File: src/rtl/clk_div_ctrl_pkg.sv
// clk_div_ctrl_pkg: shared state encoding and default sizing for the clock-divider controller.
package clk_div_ctrl_pkg;
  typedef enum logic [1:0] {IDLE, RUN, STOPPING} state_t;
  localparam int CNT_W_DFLT        = 8;
  localparam int DEFAULT_HALF_DFLT = 4;
endpackage

File: src/rtl/clk_div_ctrl_div_core.sv
// div_core: half-period counter and output toggle; rises can be suppressed to end a run on a low level.
module div_core #(
  parameter int CNT_W = 8
) (
  input  logic             clk,
  input  logic             reset_n,
  input  logic [CNT_W-1:0] i_half,
  input  logic             i_run,
  input  logic             i_suppress_rise,
  output logic             o_clk_out,
  output logic             o_rise,
  output logic             o_fall,
  output logic             o_boundary
);
  logic [CNT_W-1:0] r_cnt;
  logic             r_clk, r_rise, r_fall;
  logic             w_bnd, w_tog;
  // >= rather than == so a half-period shrinking mid-phase cannot run the counter past its limit
  assign w_bnd = i_run & (r_cnt >= i_half - CNT_W'(1));
  assign w_tog = w_bnd & (r_clk | ~i_suppress_rise);
  always_ff @(posedge clk or negedge reset_n)
    if (!reset_n) begin
      r_cnt  <= '0;
      r_clk  <= 1'b0;
      r_rise <= 1'b0;
      r_fall <= 1'b0;
    end else begin
      r_cnt  <= (!i_run || w_bnd) ? '0 : r_cnt + CNT_W'(1);
      r_clk  <= i_run & (r_clk ^ w_tog);
      r_rise <= w_tog & ~r_clk;
      r_fall <= w_tog & r_clk;
    end
  assign o_clk_out  = r_clk;
  assign o_rise     = r_rise;
  assign o_fall     = r_fall;
  assign o_boundary = w_bnd;
endmodule

File: src/rtl/clk_div_ctrl.sv
// clk_div_ctrl: run/stop sequencing and glitch-free half-period reconfiguration of a divided clock.
module clk_div_ctrl
  import clk_div_ctrl_pkg::*;
#(
  parameter int CNT_W        = CNT_W_DFLT,
  parameter int DEFAULT_HALF = DEFAULT_HALF_DFLT
) (
  input  logic             clk,
  input  logic             reset_n,
  input  logic             i_en,
  input  logic             i_cfg_valid,
  input  logic [CNT_W-1:0] i_cfg_half,
  output logic             o_cfg_ready,
  output logic             o_cfg_err,
  output logic             o_clk_out,
  output logic             o_tick_rise,
  output logic             o_tick_fall,
  output logic             o_running,
  output logic [CNT_W-1:0] o_cur_half
);
  state_t           r_state, w_next;
  logic [CNT_W-1:0] r_cur_half, r_pend;
  logic             r_pend_vld, r_fresh, r_running, r_cfg_ready, r_cfg_err;
  logic             w_run, w_sup, w_bnd, w_clk, w_stop_end, w_xfer, w_apply;
  assign w_run      = r_state != IDLE;
  assign w_sup      = (r_state == STOPPING) & ~i_en;
  assign w_stop_end = w_bnd & w_sup;
  assign w_xfer     = i_cfg_valid & r_cfg_ready;
  // apply while idle, in the first run cycle if no toggle is due, or at a fall / stop boundary
  assign w_apply    = r_pend_vld & (~w_run | (r_fresh & ~w_bnd) | (w_bnd & (w_clk | w_sup)));
  assign w_next     = !w_run ? (i_en ? RUN : IDLE) : i_en ? RUN : w_stop_end ? IDLE : STOPPING;
  div_core #(.CNT_W(CNT_W)) u_core (
    .clk            (clk),
    .reset_n        (reset_n),
    .i_half         (r_cur_half),
    .i_run          (w_run),
    .i_suppress_rise(w_sup),
    .o_clk_out      (w_clk),
    .o_rise         (o_tick_rise),
    .o_fall         (o_tick_fall),
    .o_boundary     (w_bnd)
  );
  always_ff @(posedge clk or negedge reset_n)
    if (!reset_n) begin
      r_state     <= IDLE;
      r_running   <= 1'b0;
      r_fresh     <= 1'b0;
      r_cfg_ready <= 1'b1;
      r_cfg_err   <= 1'b0;
      r_pend_vld  <= 1'b0;
      r_pend      <= '0;
      r_cur_half  <= CNT_W'(DEFAULT_HALF);
    end else begin
      r_state   <= w_next;
      r_running <= w_next != IDLE;
      r_fresh   <= ~w_run & i_en;
      r_cfg_err <= w_xfer & ~|i_cfg_half;
      if (w_xfer && |i_cfg_half) begin
        r_pend      <= i_cfg_half;
        r_pend_vld  <= 1'b1;
        r_cfg_ready <= 1'b0;
      end else if (w_apply) begin
        r_cur_half  <= r_pend;
        r_pend_vld  <= 1'b0;
        r_cfg_ready <= 1'b1;
      end
    end
  assign o_clk_out   = w_clk;
  assign o_running   = r_running;
  assign o_cfg_ready = r_cfg_ready;
  assign o_cfg_err   = r_cfg_err;
  assign o_cur_half  = r_cur_half;
endmodule

File: config.mk
export PLATFORM = sky130hd
export DESIGN_NAME = clk_div_ctrl
export DESIGN_NICKNAME = d
export VERILOG_FILES = /design/src/rtl/clk_div_ctrl_pkg.sv /design/src/rtl/clk_div_ctrl_div_core.sv /design/src/rtl/clk_div_ctrl.sv
export SDC_FILE = /design/constraint.sdc
export NUM_CORES = 1
export LEC_CHECK = 0
export CAP_MARGIN = 20
export CORE_MARGIN = 5
export CORE_UTILIZATION = 50
export CTS_CLUSTER_DIAMETER = 30
export DETAILED_ROUTE_END_ITERATION = 7
export GPL_ROUTABILITY_DRIVEN = 0
export PLACE_DENSITY = 0.84
export SYNTH_ARGS = -nofsm -noshare
export SYNTH_HDL_FRONTEND = slang
export SYNTH_SLANG_ARGS = --single-unit
export TNS_END_PERCENT = 10
File: constraint.sdc
create_clock -name clk -period 2.8 [get_ports clk]
set_input_delay 0.7 -clock clk [delete_from_list [all_inputs] [get_ports clk]]
set_output_delay 0.7 -clock clk [all_outputs]
set_load 0.1 [all_outputs]
==> metrics.txt, run 1 <==
CP peak stage delay=500 ps; Fin. Hold Viols=0; number of global-route vias before repair=1479; Netlist Area Pre-Place=1900 um^2; Chip Width=71.6 um; Setup Viol. Count Final=0; area grow syn2layout=19.4%; Flop pwr share=0.375; Site Rows=22; CTS Sinks=34; clock skew=13.2 ps; placed insts=246; placed cell area=2170 um^2; H-tree depth reported by CTS=2; share of layout cells above drive strength 1=0.243; WL per Instance=16.1 um; Synth area leaders=dfrtp_1 42%, o2111ai_1 7.4%, ha_1 7.3%; status=finished clean; initial DRC count=72; Worst Path Buf+Inv=0; Pwr Total=2.24 mW; first-pass GRT wire length=7110 um; post-synth top area cell=dfrtp_1; Design Area, Final=2270 um^2; Clk network pwr share=0.166; Core Area=3660 um^2; required time worst endpoint=3020 ps; CP Launch Point=o_cur_half[2]; async set-or-reset flop fraction in the synthesized netlist=1.00; routed vias/inst=5.87; CTS root buf=clkbuf_8; fmax=384 MHz; post-route ant nets=0; CTS tree=built; die area=5130 um^2; Syn Area/Cell=10.8 um^2; Layout Cells excl Fill=254; initial antenna violation count=0; crit path kind=reg -> reg; Via Count=1490; setup TNS=0 ps; worst hold margin=532 ps; Power Density=986 nW/um^2; area share of the leading cell type in the synthesized netlist=0.422; gr ovfl total=0; Slew @ Worst Pin=424 ps; Total GRT Usage=0.175; DR pass1 iterations=4; Setup Fix Bufs, Post-CTS=0; Pins Over Slew Limit=0; internal power=1.20 mW; Sw Share=0.462; RSZ-0062 raised after global routing=false; Seq cells post-synth=34; max-cap violation count=0; syn_nets=198; slew margin rel.=0.718; detailed placer's ending HPWL=3020 um; crit-path max FO=22; Tmin final=2610 ps; worst min-delay path category=reg -> reg; fin crit share=0.931; Residual DRC=0; initial core utilization=0.518; post-synth cell types=38; maximum clock insertion buffer count=2; CTS clk-pin slew, worst paths=70 ps; Levels on crit path=10; critical path capture point type=flop; Cells after Synth=175; FF-to-FF End=u_core.o_clk_out; startpoint type of the worst setup path=flop; cells on worst reg2reg path=10; ys flop type=dfrtp_1; IO Count=26; Skew-Pair Late Insertion Delay=290 ps; n_diodes=0; Arr. time, crit path=2820 ps; IR Drop Worst-Case VDD=0.672 mV; FF-to-FF setup slack=190 ps; CP max-delay cell=dfstp_4; cell breakdown of the critical path=nor2_1 -> nor4b_1 -> xnor2_1 -> ha_1 -> nand2_1 -> a211o_1 -> o21a_4 -> a21oi_1 -> ha_1 -> nor2_1; total detailed-routing wirelength=4090 um; Die Span Y=71.6 um; CTS Buf Count=5; largest net degree at the start of global routing=35; Logic pwr share=0.459; LEAKAGE=0.969 nW; worst r2r src=o_cur_half[2]; crit path to=u_core.o_clk_out; register area share after synthesis=0.450; Top delay family on crit path=compound AO/OA/AOI/OAI gates; total number of yosys warnings=0; nets=228; number of flops mapped to enable cells by yosys=0; Port Buffers=25; Net Switching=1.03 mW
flip-flops by register name (all words and copies together), names as in the netlist:
name              count
o_cfg_err             1
o_cfg_ready           1
o_cur_half            8
o_running             1
r_fresh               1
r_pend                8
r_pend_vld            1
r_state               2
u_core.o_clk_out      1
u_core.o_fall         1
u_core.o_rise         1
u_core.r_cnt          8
synth_stat cells, types with 2 or more instances:
library cell	count
nor2_1	14
ha_1	11
a21oi_1	6
and2_1	2
a22oi_1	8
o211ai_2	2
xnor2_1	4
xor2_1	8
inv_1	7
dfrtp_1	32
o2111ai_1	16
buf_6	2
nand2_1	12
and3_1	4
nand3_1	13
nor3_1	3
nor4_2	2
buf_4	2
dfstp_2	2
mux2_2	6
a32o_1	2
what timing repair did:
action,4_1_cts,5_1_grt
hold buffers,0,0
setup endpoints to repair,0,5
resized for setup,0,1
layout by cell type (no fill, tap or decap), types with 2 or more instances in the layout:
master           netlist  layout
dfrtp_1               32      27
buf_4                  2      18
o2111ai_1             16      16
nor2_1                14      14
nand3_1               13      13
nand2_1               12      12
ha_1                  11      11
clkdlybuf4s50_1        0      11
xor2_1                 8       8
a22oi_1                8       8
inv_1                  7       7
a21oi_1                6       6
mux2_2                 6       6
clkbuf_8               0       6
dfrtp_2                0       5
xnor2_1                4       4
and3_1                 4       4
nor4_2                 2       3
nor3_1                 3       3
and2_1                 2       2
o211ai_2               2       2
a32o_1                 2       2
worst min path at each step:
| stage | from | endpoint | slack, ps | depth (start not counted) |
|---|---|---|---|---|
| 2_1_floorplan | reset_n | o_cfg_err | 400 | 0 |
| 3_3_place_gp | r_pend[0] | r_pend[0] | 510 | 1 |
| 3_5_place_dp | r_pend[0] | r_pend[0] | 520 | 1 |
| 4_1_cts | r_pend[0] | r_pend[0] | 530 | 1 |
| 5_1_grt | r_pend[0] | r_pend[0] | 570 | 1 |
| 6_report | r_pend[0] | r_pend[0] | 530 | 1 |
final cells by class:
cell class | instances | area, um^2
multi-input cells | 128 | 980
well taps | 48 | 60.1
clock inverters | 1 | 5.00
inverters | 7 | 26.3
clock buffers | 7 | 86.3
repair buffers | 29 | 245
fillers | 300 | 1400
flip-flops and latches | 34 | 863
worst register-to-register path, delay by kind of cell, from the launching register on:
kind	cells	cell delay, ps
AO/OA/AOI/OAI	3	770
XOR/XNOR	1	140
adder cells (fa/ha/maj)	2	540
flip-flops	1	500
AND/OR/NAND/NOR	4	580
metrics by stage:
| step | utilization | setup slack, ps |
|---|---|---|
| finish | 0.619 | 192 |
| global route | 0.619 | 78.7 |
| CTS | 0.617 | 120 |
| detailed placement | 0.592 | 147 |
| global placement | 0.592 | 269 |
| floorplan | - | 9.96 |
power groups by stage:
stage	sequential [mW]	clock (mW)	combinational (mW)
3_3_place_gp	0.825	0	1.01
4_1_cts	0.829	0.380	1.03
2_1_floorplan	1.17	0	0.453
6_report	0.838	0.371	1.03
5_1_grt	0.856	0.406	1.10
3_5_place_dp	0.836	0	1.03
per-layer routing:
metal | track usage | wire, um | vias up
li1 | - | - | 722
met1 | 0.219 | 1740 | 724
met2 | 0.294 | 2110 | 34
met3 | 0.0435 | 155 | 10
met4 | 0.0585 | 84 | 0
met5 | 0 | 0 | -
logic make-up (layout without fill, tap and decap cells):
family                   count (synthesis)  count (layout)  synth area share
AND/OR/NAND/NOR                         55              55             0.148
AO/OA/AOI/OAI                           44              44             0.201
flip-flops                              34              34             0.450
buffers and inverters                   13              44            0.0376
XOR/XNOR                                12              12            0.0554
adder cells (fa/ha/maj)                 11              11            0.0725
multiplexers                             6               6            0.0356
(Power assumes the default switching activity.)
==> run 2, diff against run 1 <==
--- a/config.mk
+++ b/config.mk
@@ -8,7 +8,6 @@
 export CAP_MARGIN = 20
 export CORE_MARGIN = 5
 export CORE_UTILIZATION = 50
-export CTS_CLUSTER_DIAMETER = 30
 export DETAILED_ROUTE_END_ITERATION = 7
 export GPL_ROUTABILITY_DRIVEN = 0
 export PLACE_DENSITY = 0.84
==> results of run 2 <==
Same layout as run 1: the final DEF is identical, and so are final timing and power.
==> run 3, diff against run 2 <==
--- a/config.mk
+++ b/config.mk
@@ -8,6 +8,7 @@
 export CAP_MARGIN = 20
 export CORE_MARGIN = 5
 export CORE_UTILIZATION = 50
+export CTS_BUF_LIST = sky130_fd_sc_hd__clkbuf_8
 export DETAILED_ROUTE_END_ITERATION = 7
 export GPL_ROUTABILITY_DRIVEN = 0
 export PLACE_DENSITY = 0.84
==> run 3 against run 2 <==
  * Routed wire length barely moved
  * Via count rose by 0.13%
  * Combinational power about the same
  * Global-route usage unchanged
  * Fmax about the same
  * Register-to-register slack is essentially flat
  * Clock skew barely moved
  * Final cell count unchanged
  * Setup slack improved by 1.0 ps
  * Highest routed layer unchanged
==> metrics.txt, run 3 (synthesized netlist as in run 1, its figures left out) <==
H-tree depth reported by CTS=2; RSZ-0062 raised after global routing=false; Pins Over Slew Limit=0; routed vias/inst=5.87; detailed placer's ending HPWL=3020 um; status=finished clean; Layout Cells excl Fill=254; pre-CTS setup slack=147 ps; Die Span Y=71.6 um; initial DRC count=70; crit path to=u_core.o_clk_out; CTS Buf Count=5; IR Drop Worst-Case VDD=0.672 mV; Arr. time, crit path=2820 ps; maximum clock insertion buffer count=2; IO Count=26; setup TNS=0 ps; FF-to-FF End=u_core.o_clk_out; fin crit share=0.931; Core Area=3660 um^2; nets=228; initial core utilization=0.518; placed cell area=2170 um^2; CTS tree=built; FF-to-FF setup slack=190 ps; WL per Instance=16.1 um; critical path capture point type=flop; required time worst endpoint=3020 ps; setup ws final=193 ps; Setup Viol. Count Final=0; worst r2r src=o_cur_half[2]; n_diodes=0; worst min-delay path category=reg -> reg; max-cap violation count=0; Tmin final=2610 ps; crit path kind=reg -> reg; Chip Width=71.6 um; Fin. Hold Viols=0; fmax=384 MHz; largest net degree at the start of global routing=35; Skew-Pair Late Insertion Delay=290 ps; Site Rows=22; clock skew=12.8 ps; CTS root buf=clkbuf_8; most frequent cells in the layout=27 x dfrtp_1, 18 x buf_4, 16 x o2111ai_1, 14 x nor2_1, 13 x nand3_1; Via Count=1492; number of global-route vias before repair=1479; Total GRT Usage=0.175; Layout Utilization=0.619; Setup Fix Bufs, Post-CTS=0; Pwr Total=2.23 mW; fill cell total of the finished layout=300; area grow syn2layout=19.4%; LEAKAGE=0.973 nW; slew margin rel.=0.718; CTS clk-pin slew, worst paths=70 ps; Design Area, Final=2270 um^2; die area=5130 um^2; Residual DRC=0; Port Buffers=25; first-pass GRT wire length=7110 um; worst hold margin=532 ps; Slew @ Worst Pin=423 ps; gr ovfl total=0; CP Launch Point=o_cur_half[2]; placed insts=246; Power Density=985 nW/um^2; crit-path max FO=22; DR pass1 iterations=4; initial antenna violation count=0; cells on worst reg2reg path=10; CTS Sinks=34; total detailed-routing wirelength=4090 um; most common cell after layout, fill and taps aside=dfrtp_1; share of layout cells above drive strength 1=0.243; post-route ant nets=0; startpoint type of the worst setup path=flop
-- run 3: area by class of cell --
class | instances | area, um^2 | area share
multi-input combinational | 128 | 980 | 0.432
sequential | 34 | 863 | 0.381
timing repair buffer | 29 | 245 | 0.108
clock buffer | 6 | 82.6 | 0.0364
tap | 48 | 60.1 | 0.0265
inverter | 7 | 26.3 | 0.0116
clock inverter | 2 | 8.76 | 0.00387
-- run 3: worst min path at each step --
| stage | startpoint | cells after the start | to | slack (ps) |
|---|---|---|---|---|
| final | r_pend[0] | 1 | r_pend[0] | 530 |
| after global placement | r_pend[0] | 1 | r_pend[0] | 510 |
| after CTS | r_pend[0] | 1 | r_pend[0] | 530 |
| after global routing | r_pend[0] | 1 | r_pend[0] | 570 |
| after detailed placement | r_pend[0] | 1 | r_pend[0] | 520 |
| after floorplan | reset_n | 0 | o_cfg_err | 400 |
-- run 3: worst max-delay path, cell delays in order (launching register included) --
cell and delay (ps):
dfstp_4 500, nor2_1 120, nor4b_1 310, xnor2_1 140, ha_1 300, nand2_1 50
a211o_1 320, o21a_4 300, a21oi_1 150, ha_1 240, nor2_1 100
-- run 3: power breakdown --
part | switching, mW | leakage (nW) | internal (mW)
combinational | 0.668 | 0.518 | 0.358
sequential | 0.192 | 0.403 | 0.646
clock | 0.174 | 0.0524 | 0.195
total | 1.03 | 0.973 | 1.20
-- run 3: what timing repair did --
item	4_1_cts	5_1_grt
endpoints found under the hold margin	0	0
resized for setup	0	1
endpoints found under the setup margin	0	5
hold buffers	0	0
-- run 3: routing by layer --
layer	GRT usage	wire length, um	part of all wire
met5	0	0	0
met4	0.0585	84	0.021
met3	0.0435	155	0.038
met2	0.294	2120	0.52
met1	0.219	1730	0.42
